**src/rtl/coprosit_pkg.sv**
```systemverilog
// Shared types for the Coprosit posit coprocessor result path.
// Sized for a 32-bit core with 4-bit eXtension-interface ids.
package coprosit_pkg;

  localparam int X_ID_WIDTH  = 4;
  localparam int X_RFW_WIDTH = 32;
  localparam int XLEN        = 32;

  typedef struct packed {
    logic [X_ID_WIDTH-1:0] id;
    logic [4:0]            addr;
    logic                  rd_is_pos;
  } prau_tag_t;

  typedef struct packed {
    logic [X_ID_WIDTH-1:0] id;
    logic [4:0]            rd;
    logic                  we;
    logic                  exc;
    logic [5:0]            exccode;
    logic                  dbg;
  } mem_metadata_t;

  typedef struct packed {
    logic [X_ID_WIDTH-1:0]  id;
    logic [X_RFW_WIDTH-1:0] data;
    logic [4:0]             rd;
    logic                   we;
    logic [5:0]             ecsdata;
    logic [2:0]             ecswe;
    logic                   exc;
    logic [5:0]             exccode;
    logic                   err;
    logic                   dbg;
  } x_result_t;

  typedef enum logic {
    SrcPrau = 1'b0,
    SrcMem  = 1'b1
  } result_src_e;

  typedef struct packed {
    logic [4:0]  addr;
    logic [31:0] data;
    logic        we;
  } preg_wr_t;

endpackage

```
**src/rtl/coprosit_result_skid.sv**
```systemverilog
// Two-entry in-order buffer of x_result_t behind the result output register.
// The owner never pushes when full nor pops when empty.
module coprosit_result_skid
  import coprosit_pkg::*;
(
  input  logic      clk_i,
  input  logic      rst_ni,
  input  logic      i_push,
  input  x_result_t i_data,
  input  logic      i_pop,
  output x_result_t o_head,
  output logic      o_empty,
  output logic      o_full
);

  x_result_t  r_mem [2];
  logic       r_wptr;
  logic       r_rptr;
  logic [1:0] r_cnt;

  assign o_head  = r_mem[r_rptr];
  assign o_empty = (r_cnt == 2'd0);
  assign o_full  = (r_cnt == 2'd2);

  always_ff @(posedge clk_i or negedge rst_ni) begin
    if (!rst_ni) begin
      r_mem[0] <= '0;
      r_mem[1] <= '0;
      r_wptr   <= 1'b0;
      r_rptr   <= 1'b0;
      r_cnt    <= 2'd0;
    end else begin
      if (i_push) begin
        r_mem[r_wptr] <= i_data;
        r_wptr        <= ~r_wptr;
      end
      if (i_pop) r_rptr <= ~r_rptr;
      r_cnt <= r_cnt + {1'b0, i_push} - {1'b0, i_pop};
    end
  end

endmodule

```
**src/rtl/coprosit_result_arb.sv**
```systemverilog
// Round-robin merge of PRAU and memory completions into one registered result
// stream, plus the posit RF write. Optional skid: COPROSIT_RESULT_SKID_EN.
module coprosit_result_arb
  import coprosit_pkg::*;
(
  input  logic          clk_i,
  input  logic          rst_ni,
  input  logic          prau_valid_i,
  output logic          prau_ready_o,
  input  logic [31:0]   prau_result_i,
  input  prau_tag_t     prau_tag_i,
  input  logic          mem_valid_i,
  output logic          mem_ready_o,
  input  logic [31:0]   mem_rdata_i,
  input  mem_metadata_t mem_meta_i,
  input  logic          mem_err_i,
  output logic          preg_we_o,
  output logic [4:0]    preg_waddr_o,
  output logic [31:0]   preg_wdata_o,
  output logic          x_result_valid_o,
  input  logic          x_result_ready_i,
  output x_result_t     x_result_o
);

  // Handshake: a channel transfers on a cycle where valid & ready; valid and
  // payload stay stable until then; ready may depend on valid.
  result_src_e r_rr;
  logic        r_valid;
  x_result_t   r_result;
  preg_wr_t    r_preg;

  logic        w_gnt_prau;
  logic        w_gnt_mem;
  logic        w_in_ready;
  logic        w_accept;
  logic        w_out_load;
  logic        w_out_src_valid;
  x_result_t   w_out_src;
  x_result_t   w_new;
  preg_wr_t    w_new_preg;

  // r_rr names the preferred source when both are valid.
  assign w_gnt_prau   = prau_valid_i & (~mem_valid_i | (r_rr == SrcPrau));
  assign w_gnt_mem    = mem_valid_i & (~prau_valid_i | (r_rr == SrcMem));
  assign w_out_load   = ~r_valid | x_result_ready_i;
  assign prau_ready_o = w_gnt_prau & w_in_ready;
  assign mem_ready_o  = w_gnt_mem & w_in_ready;
  assign w_accept     = prau_ready_o | mem_ready_o;

  always_comb begin
    w_new      = '0;
    w_new_preg = '0;
    if (w_gnt_prau) begin
      w_new.id        = prau_tag_i.id;
      w_new.rd        = prau_tag_i.addr;
      w_new.data      = prau_result_i;
      w_new.we        = ~prau_tag_i.rd_is_pos;
      w_new_preg.addr = prau_tag_i.addr;
      w_new_preg.data = prau_result_i;
      w_new_preg.we   = prau_tag_i.rd_is_pos;
    end else begin
      w_new.id        = mem_meta_i.id;
      w_new.rd        = mem_meta_i.rd;
      w_new.data      = mem_rdata_i;
      w_new.exc       = mem_meta_i.exc;
      w_new.exccode   = mem_meta_i.exccode;
      w_new.dbg       = mem_meta_i.dbg;
      w_new.err       = mem_err_i;
      w_new_preg.addr = mem_meta_i.rd;
      w_new_preg.data = mem_rdata_i;
      w_new_preg.we   = mem_meta_i.we & ~mem_meta_i.exc & ~mem_err_i;
    end
  end

`ifdef COPROSIT_RESULT_SKID_EN
  logic      w_skid_full;
  logic      w_skid_empty;
  logic      w_push;
  logic      w_pop;
  x_result_t w_skid_head;

  // Buffered entries are older than the incoming one, so they drain first.
  assign w_in_ready      = ~w_skid_full;
  assign w_pop           = w_out_load & ~w_skid_empty;
  assign w_push          = w_accept & ~(w_out_load & w_skid_empty);
  assign w_out_src_valid = ~w_skid_empty | w_accept;
  assign w_out_src       = w_skid_empty ? w_new : w_skid_head;

  coprosit_result_skid u_skid (
    .clk_i   (clk_i),
    .rst_ni  (rst_ni),
    .i_push  (w_push),
    .i_data  (w_new),
    .i_pop   (w_pop),
    .o_head  (w_skid_head),
    .o_empty (w_skid_empty),
    .o_full  (w_skid_full)
  );
`else
  assign w_in_ready      = w_out_load;
  assign w_out_src_valid = w_accept;
  assign w_out_src       = w_new;
`endif

  always_ff @(posedge clk_i or negedge rst_ni) begin
    if (!rst_ni) begin
      r_rr     <= SrcPrau;
      r_valid  <= 1'b0;
      r_result <= '0;
      r_preg   <= '0;
    end else begin
      if (w_accept) r_rr <= w_gnt_prau ? SrcMem : SrcPrau;
      if (w_out_load) begin
        r_valid <= w_out_src_valid;
        if (w_out_src_valid) r_result <= w_out_src;
      end
      if (w_accept) r_preg <= w_new_preg;
      else          r_preg.we <= 1'b0;
    end
  end

  assign x_result_valid_o = r_valid;
  assign x_result_o       = r_result;
  assign preg_we_o        = r_preg.we;
  assign preg_waddr_o     = r_preg.addr;
  assign preg_wdata_o     = r_preg.data;

endmodule
```
**config.mk**
```make
export PLATFORM = sky130hd
export DESIGN_NAME = coprosit_result_arb
export DESIGN_NICKNAME = d
export VERILOG_FILES = /design/src/rtl/coprosit_pkg.sv /design/src/rtl/coprosit_result_skid.sv /design/src/rtl/coprosit_result_arb.sv
export SDC_FILE = /design/constraint.sdc
export NUM_CORES = 1
export LEC_CHECK = 0
export ABC_CLOCK_PERIOD_IN_PS = 3600
export CAP_MARGIN = 20
export CORE_MARGIN = 10
export CORE_UTILIZATION = 31
export CTS_BUF_LIST = sky130_fd_sc_hd__clkbuf_4 sky130_fd_sc_hd__clkbuf_8 sky130_fd_sc_hd__clkbuf_16
export DETAILED_ROUTE_END_ITERATION = 8
export GPL_ROUTABILITY_DRIVEN = 0
export PLACE_DENSITY = 0.65
export SLEW_MARGIN = 20
export SYNTH_ARGS = -nofsm -noshare
export SYNTH_HDL_FRONTEND = slang
export SYNTH_SLANG_ARGS = --single-unit
```
**constraint.sdc**
```tcl
create_clock -name clk_i -period 3.6 [get_ports clk_i]
set_input_delay 0.72 -clock clk_i [delete_from_list [all_inputs] [get_ports clk_i]]
set_output_delay 0.72 -clock clk_i [all_outputs]
set_load 0.03 [all_outputs]
```
# Yosys cells after proc, flatten, opt, wreduce, memory -nomap -nowiden
# Cells that the tools add are included.
# classes
add_sub_neg	0
mul	0
div_mod_pow	0
magnitude_cmp	0
n_eq_ne	0
shift	0
n_mux	6
n_bitwise	17
reduce_logical	1
# ops
operator	count
$mux 41	1
$mux 38	1
$mux 9	1
$not 1->1	7
$and 1x1->1	6
$or 1x1->1	4
$mux 1	3
$reduce_and 2->1	1
# totals
reg_bits	91
latchBits	0
ram_bits	0
romBits	0
in_bits	98
out_inout_bits	101
elab_cells	37
mem_count	0

# Depth between registers and ports, before layout
# Gate-level depths: netlist of the first run.
# logic_depth
ltp_word	6
depth_mapped	7
mapped_depth_nobuf	3

# Worst setup path before layout of the first run
# Ideal clock, no wire load.
# synth_path
kind	input to output
start	input port prau_valid_i
end	output port prau_ready_o
arrival_ns	1.490
required_ns	2.880
path_slack_ns	1.390
stages	2
path_buffers	0
cell_sequence	a21boi_0 and2_1
# synth_via
elab_chain_len	2
# synth_rtl
item	line_no	rtl
start: declaration	coprosit_result_arb.sv:8	input logic prau_valid_i,
$and 1x1->1	coprosit_result_arb.sv:43	assign w_gnt_prau = prau_valid_i & (~mem_valid_i | (r_rr == SrcPrau));
$and 1x1->1	coprosit_result_arb.sv:46	assign prau_ready_o = w_gnt_prau & w_in_ready;
end: declaration	coprosit_result_arb.sv:9	output logic prau_ready_o,
# No other way between the ends.

# Worst setup path in the final report of the first run
# Ends and elaborated chain as after synthesis.

==> results of run 1 <==
==> cells in the mapped netlist (2+ instances only) <==
cell type	number	area, sq um
a22o_1	10	87.6
buf_2	8	40.0
nand2b_1	2	12.5
mux2i_1	37	370
clkbuf_1	21	78.8
a21oi_1	153	766
a31oi_1	5	31.3
dfrtp_1	91	2280
nand2_1	11	41.3
buf_6	4	45.0
buf_4	10	75.1
==> final cells by class <==
type / instances / area share
Sequential cell: 91 / 0.372
Multi-Input combinational cell: 236 / 0.230
Clock inverter: 4 / 0.00327
Tap cell: 168 / 0.0343
Timing Repair Buffer: 198 / 0.322
Inverter: 1 / 0.000613
Clock buffer: 10 / 0.0380
==> metal layers <==
metal,track usage,vias to the layer above,share of wire
met5,0,-,0
met4,0.0315,0,0.0086
met3,0.0568,9,0.077
met2,0.232,122,0.48
met1,0.171,1619,0.44
li1,-,1630,-
==> where the power goes <==
group	internal (mW)	total, mW	switching, mW
clock network	0.463	0.820	0.358
logic	0.527	1.25	0.724
registers	1.20	1.30	0.0988
==> state kept, by name, indices dropped and copies added, names as in the netlist <==
name	count
x_result_o	51
r_rr	1
x_result_valid_o	1
preg_waddr_o	5
preg_we_o	1
preg_wdata_o	32
==> logic make-up (layout without fill, tap and decap cells) <==
group,after synthesis,after routing,synth area share
buffers and inverters,44,213,0.0623
AOI/OAI and AO/OA,171,171,0.234
other,1,9,0.000963
muxes,37,37,0.0951
DFF,91,91,0.585
and+or+nand+nor,19,19,0.0231
==> per-stage QoR <==
step            util  std cells  hold slack, ns  cell area (sq um)
2_1_floorplan      -        371           0.424               3930
3_3_place_gp   0.482        694           0.484               5870
3_5_place_dp   0.482        694           0.480               5870
4_1_cts        0.503        708           0.503               6120
5_1_grt        0.503        708           0.474               6120
6_report       0.503        708           0.418               6120
==> path summary, 6_finish.rpt <==
| kind | from | end | slack, ns | cells after the start |
|---|---|---|---|---|
| min in group clk_i | x_result_o[0]$_DFFE_PN0P_ | x_result_o[0]$_DFFE_PN0P_ | 0.49 | 1 |
| max in group asynchronous | rst_ni | preg_wdata_o[4]$_DFFE_PN0P_ | 2.57 | 2 |
| max | prau_valid_i | prau_ready_o | 0.53 | 4 |
| min | rst_ni | x_result_o[0]$_DFFE_PN0P_ | 0.42 | 1 |
| min reg2reg | x_result_o[0]$_DFFE_PN0P_ | x_result_o[0]$_DFFE_PN0P_ | 0.49 | 1 |
| max reg2reg | x_result_valid_o$_DFFE_PN0P_ | preg_wdata_o[28]$_DFFE_PN0P_ | 1.59 | 4 |
==> worst max-delay path, stage by stage <==
cell             delay (ns)
clkdlybuf4s50_1        0.53
a21boi_0               0.24
and2_1                 0.18
clkdlybuf4s50_1        0.68
==> results_dict.tcl, run 1 <==
set metrics [dict create \
    cts_tree "done" \
    antenna_cells 0 \
    ctsHoldBuffers 0 \
    start_kind "primary input" \
    rsz0062_at_grt "false" \
    multi_input_area_sq_um 1410 \
    synth-edff-count 0 \
    required_ns 2.88 \
    rows 40 \
    finalHoldViolations 0 \
    worst_ep_arrival_time_ns 2.35 \
    final_common_cell "clkdlybuf4s50_1" \
    power_density_nw_per_um2 551 \
    hold_path.class "primary input to asynchronous set/reset pin" \
    async_reset_ff_frac 1.00 \
    drv_slew 0 \
    fillers 1146 \
    wirelength_um 12700 \
    dieHeight_um 132 \
    synth-main-ff-cell "dfrtp_1" \
    irDropWorstVdd_uv 277 \
    root_buffer "clkbuf_16" \
    start_util 0.320 \
    end_kind "output port" \
    h-tree-depth 3 \
    status "complete, no violations" \
    hpwl_um 9030 \
    finalPower_mw 3.37 \
    worst-slew-pin-transition_ns 0.845 \
    setup_slack_ns 0.531 \
    gr-total-overflow 0 \
    critPathKind "primary input to output port" \
    cts_num_sinks 91 \
    pre_cts_ws_ns 0.532 \
    power.leakage_nw 2.58 \
    die_x_um 132 \
    grt_max_degree 82 \
    layout_common_cells "187 x clkdlybuf4s50_1, 153 x a21oi_1, 91 x dfrtp_1" \
    grt_pass1_wl_um 20400 \
    antenna_found_initial 0 \
    cts_setup_buffers 0 \
    ant_nets 0 \
    fin_crit_sh 0.852 \
    coreArea_sq_um 12200 \
    cts_resized 0 \
    syn_avg_cell_area_sq_um 10.7 \
    synth_seq_cells 91 \
    drc 0 \
    ys_warn_count 0 \
    drive_above_1_share 0.0556 \
    crit_path_max_fanout 5 \
    grtUsageTotal 0.142 \
    syn-instance-count 363 \
    cts_buffers 9 \
    wire_per_inst_um 17.9 \
    fin_crit_ns 3.07 \
    finClkSkew_ns 0.00599 \
    cap_violations 0 \
    drt_iter0_drc 182 \
    slew_headroom 0.437 \
    io_pins 199 \
    clk_latency_ns 0.33 \
    finish.net_count 635 \
    area_growth_pct 57.2 \
    tns_ns 0 \
    drt-pass1-iter-count 4 \
    netlist_area_sq_um 3890 \
    max_freq_ghz 0.326 \
    yosysSeqAreaShare 0.585 \
    clock_path_buffers 2 \
    portBuffers 189 \
    via_per_inst 4.77 \
    vias 3380 \
    clk_pin_slew_ns 0.06 \
    dieArea_sq_um 17400 \
    ys_types 22 \
    final-seq-area_sq_um 2280 \
    first_global_vias 3690 \
    setup_violations 0 \
]
Note: power is estimated with default switching activity, not from simulation.
==> run 2, diff against run 1 <==
--- a/config.mk
+++ b/config.mk
@@ -7,7 +7,7 @@
 export LEC_CHECK = 0
 export ABC_CLOCK_PERIOD_IN_PS = 3600
 export CAP_MARGIN = 20
-export CORE_MARGIN = 10
+export CORE_MARGIN = 5
 export CORE_UTILIZATION = 31
 export CTS_BUF_LIST = sky130_fd_sc_hd__clkbuf_4 sky130_fd_sc_hd__clkbuf_8 sky130_fd_sc_hd__clkbuf_16
 export DETAILED_ROUTE_END_ITERATION = 8
==> constraint.sdc (replaced) <==
create_clock -name clk_i -period 3.6 [get_ports clk_i]
set_input_delay 0.36 -clock clk_i [delete_from_list [all_inputs] [get_ports clk_i]]
set_output_delay 0.36 -clock clk_i [all_outputs]
set_load 0.03 [all_outputs]
==> run 2 against run 1 <==
Against the previous run: largest cell class unchanged; wire length down 7.6%; hold slack worse by 0.26 ns; critical path type unchanged; utilization down 0.79 points; final cell count up 0.28%.
==> results_dict.tcl, run 2 (same netlist as run 1, synthesis figures left out) <==
set metrics [dict create \
    status "complete, no violations" \
    finish.net_count 631 \
    setup_violations 0 \
    cts_buffers 9 \
    ctsHoldBuffers 0 \
    io_pins 199 \
    required_ns 3.24 \
    worst_ep_arrival_time_ns 2.37 \
    clk_pin_slew_ns 0.06 \
    grtUsageTotal 0.159 \
    die_x_um 122 \
    antenna_found_initial 0 \
    area_growth_pct 58.6 \
    power.leakage_nw 2.60 \
    finalPower_mw 3.61 \
    finClkSkew_ns 0.00627 \
    power_density_nw_per_um2 585 \
    rsz0062_at_grt "false" \
    first_global_vias 3475 \
    h-tree-depth 3 \
    crit_path_max_fanout 6 \
    worst-slew-pin-transition_ns 0.931 \
    dieHeight_um 122 \
    cts_resized 0 \
    clock_path_buffers 2 \
    drv_slew 0 \
    largest_reg_flops 51 \
    grt_max_degree 82 \
    drt_iter0_drc 254 \
    ant_nets 0 \
    gr-total-overflow 0 \
    slew_headroom 0.380 \
    wire_per_inst_um 16.5 \
    end_kind "output port" \
    cap_violations 0 \
    hpwl_um 8050 \
    drive_above_1_share 0.0502 \
    vias 3373 \
    irDropWorstVdd_uv 226 \
    grt_pass1_wl_um 18800 \
    final_common_cell "clkdlybuf4s50_1" \
    finalHoldViolations 0 \
    critPathKind "primary input to output port" \
    fin_crit_ns 2.73 \
    wirelength_um 11700 \
    fillers 1167 \
    rows 41 \
    layout_common_cells "188 x clkdlybuf4s50_1, 153 x a21oi_1, 91 x dfrtp_1" \
    via_per_inst 4.75 \
    start_util 0.312 \
    fin_area_sq_um 6180 \
    fin_cells 710 \
    cts_num_sinks 91 \
    hold_path.class "primary input to asynchronous set/reset pin" \
    start_kind "primary input" \
    tns_ns 0 \
    clk_latency_ns 0.33 \
    cts_tree "done" \
    drt-pass1-iter-count 4 \
    dieArea_sq_um 14900 \
    dpl-instance-area_sq_um 5830 \
    fin_crit_sh 0.758 \
    coreArea_sq_um 12500 \
    max_freq_ghz 0.367 \
    place_inst 694 \
    drc 0 \
    portBuffers 189 \
    cts_setup_buffers 0 \
    reg2reg_depth 4 \
    antenna_cells 0 \
    root_buffer "clkbuf_16" \
]
[run 2: layout make-up]
cell class	instances	area, sq um	area share
sequential	91	2280	0.369
clock inverter	5	100	0.0162
inverter	1	3.75	0.000608
multi-input combinational	236	1410	0.228
clock buffer	11	246	0.0399
timing repair buffer	194	1930	0.312
tap	172	215	0.0348
[run 2: through the flow]
| step | setup WS [ns] | hold WS (ns) | util |
|---|---|---|---|
| final | 0.873 | 0.162 | 0.496 |
| after global routing | 0.727 | 0.260 | 0.496 |
| after CTS | 0.878 | 0.204 | 0.496 |
| after detailed placement | 0.882 | 0.487 | 0.468 |
| after global placement | 0.967 | 0.488 | 0.468 |
| after floorplan | 1.99 | 0.0644 | - |
[run 2: worst paths after layout]
path | startpoint | to | slack (ns)
worst max register to register | x_result_valid_o$_DFFE_PN0P_ | x_result_o[27]$_DFFE_PN0P_ | 1.97
worst max-delay path | prau_valid_i | prau_ready_o | 0.87
worst min register to register | x_result_o[1]$_DFFE_PN0P_ | x_result_o[1]$_DFFE_PN0P_ | 0.51
min in group clk_i | x_result_o[1]$_DFFE_PN0P_ | x_result_o[1]$_DFFE_PN0P_ | 0.51
max in group asynchronous | rst_ni | preg_wdata_o[20]$_DFFE_PN0P_ | 2.64
worst min-delay path | rst_ni | preg_wdata_o[4]$_DFFE_PN0P_ | 0.16
[run 2: worst max-delay path, stage by stage]
cell	delay (ns)
clkdlybuf4s50_1	0.54
a21boi_0	0.54
and2_1	0.25
clkdlybuf4s50_1	0.68
[run 2: layer usage]
layer	track usage	vias up	wire length (um)
met2	0.253	115	5710
li1	-	1624	-
met5	0	-	0
met1	0.205	1626	4960
met4	0.0462	0	116
met3	0.0562	8	942
[run 2: where the power goes]
| group | switching [mW] | internal (mW) | total, mW |
|---|---|---|---|
| clock network | 0.378 | 0.703 | 1.08 |
| registers | 0.102 | 1.20 | 1.30 |
| logic | 0.711 | 0.519 | 1.23 |
| total | 1.19 | 2.42 | 3.61 |
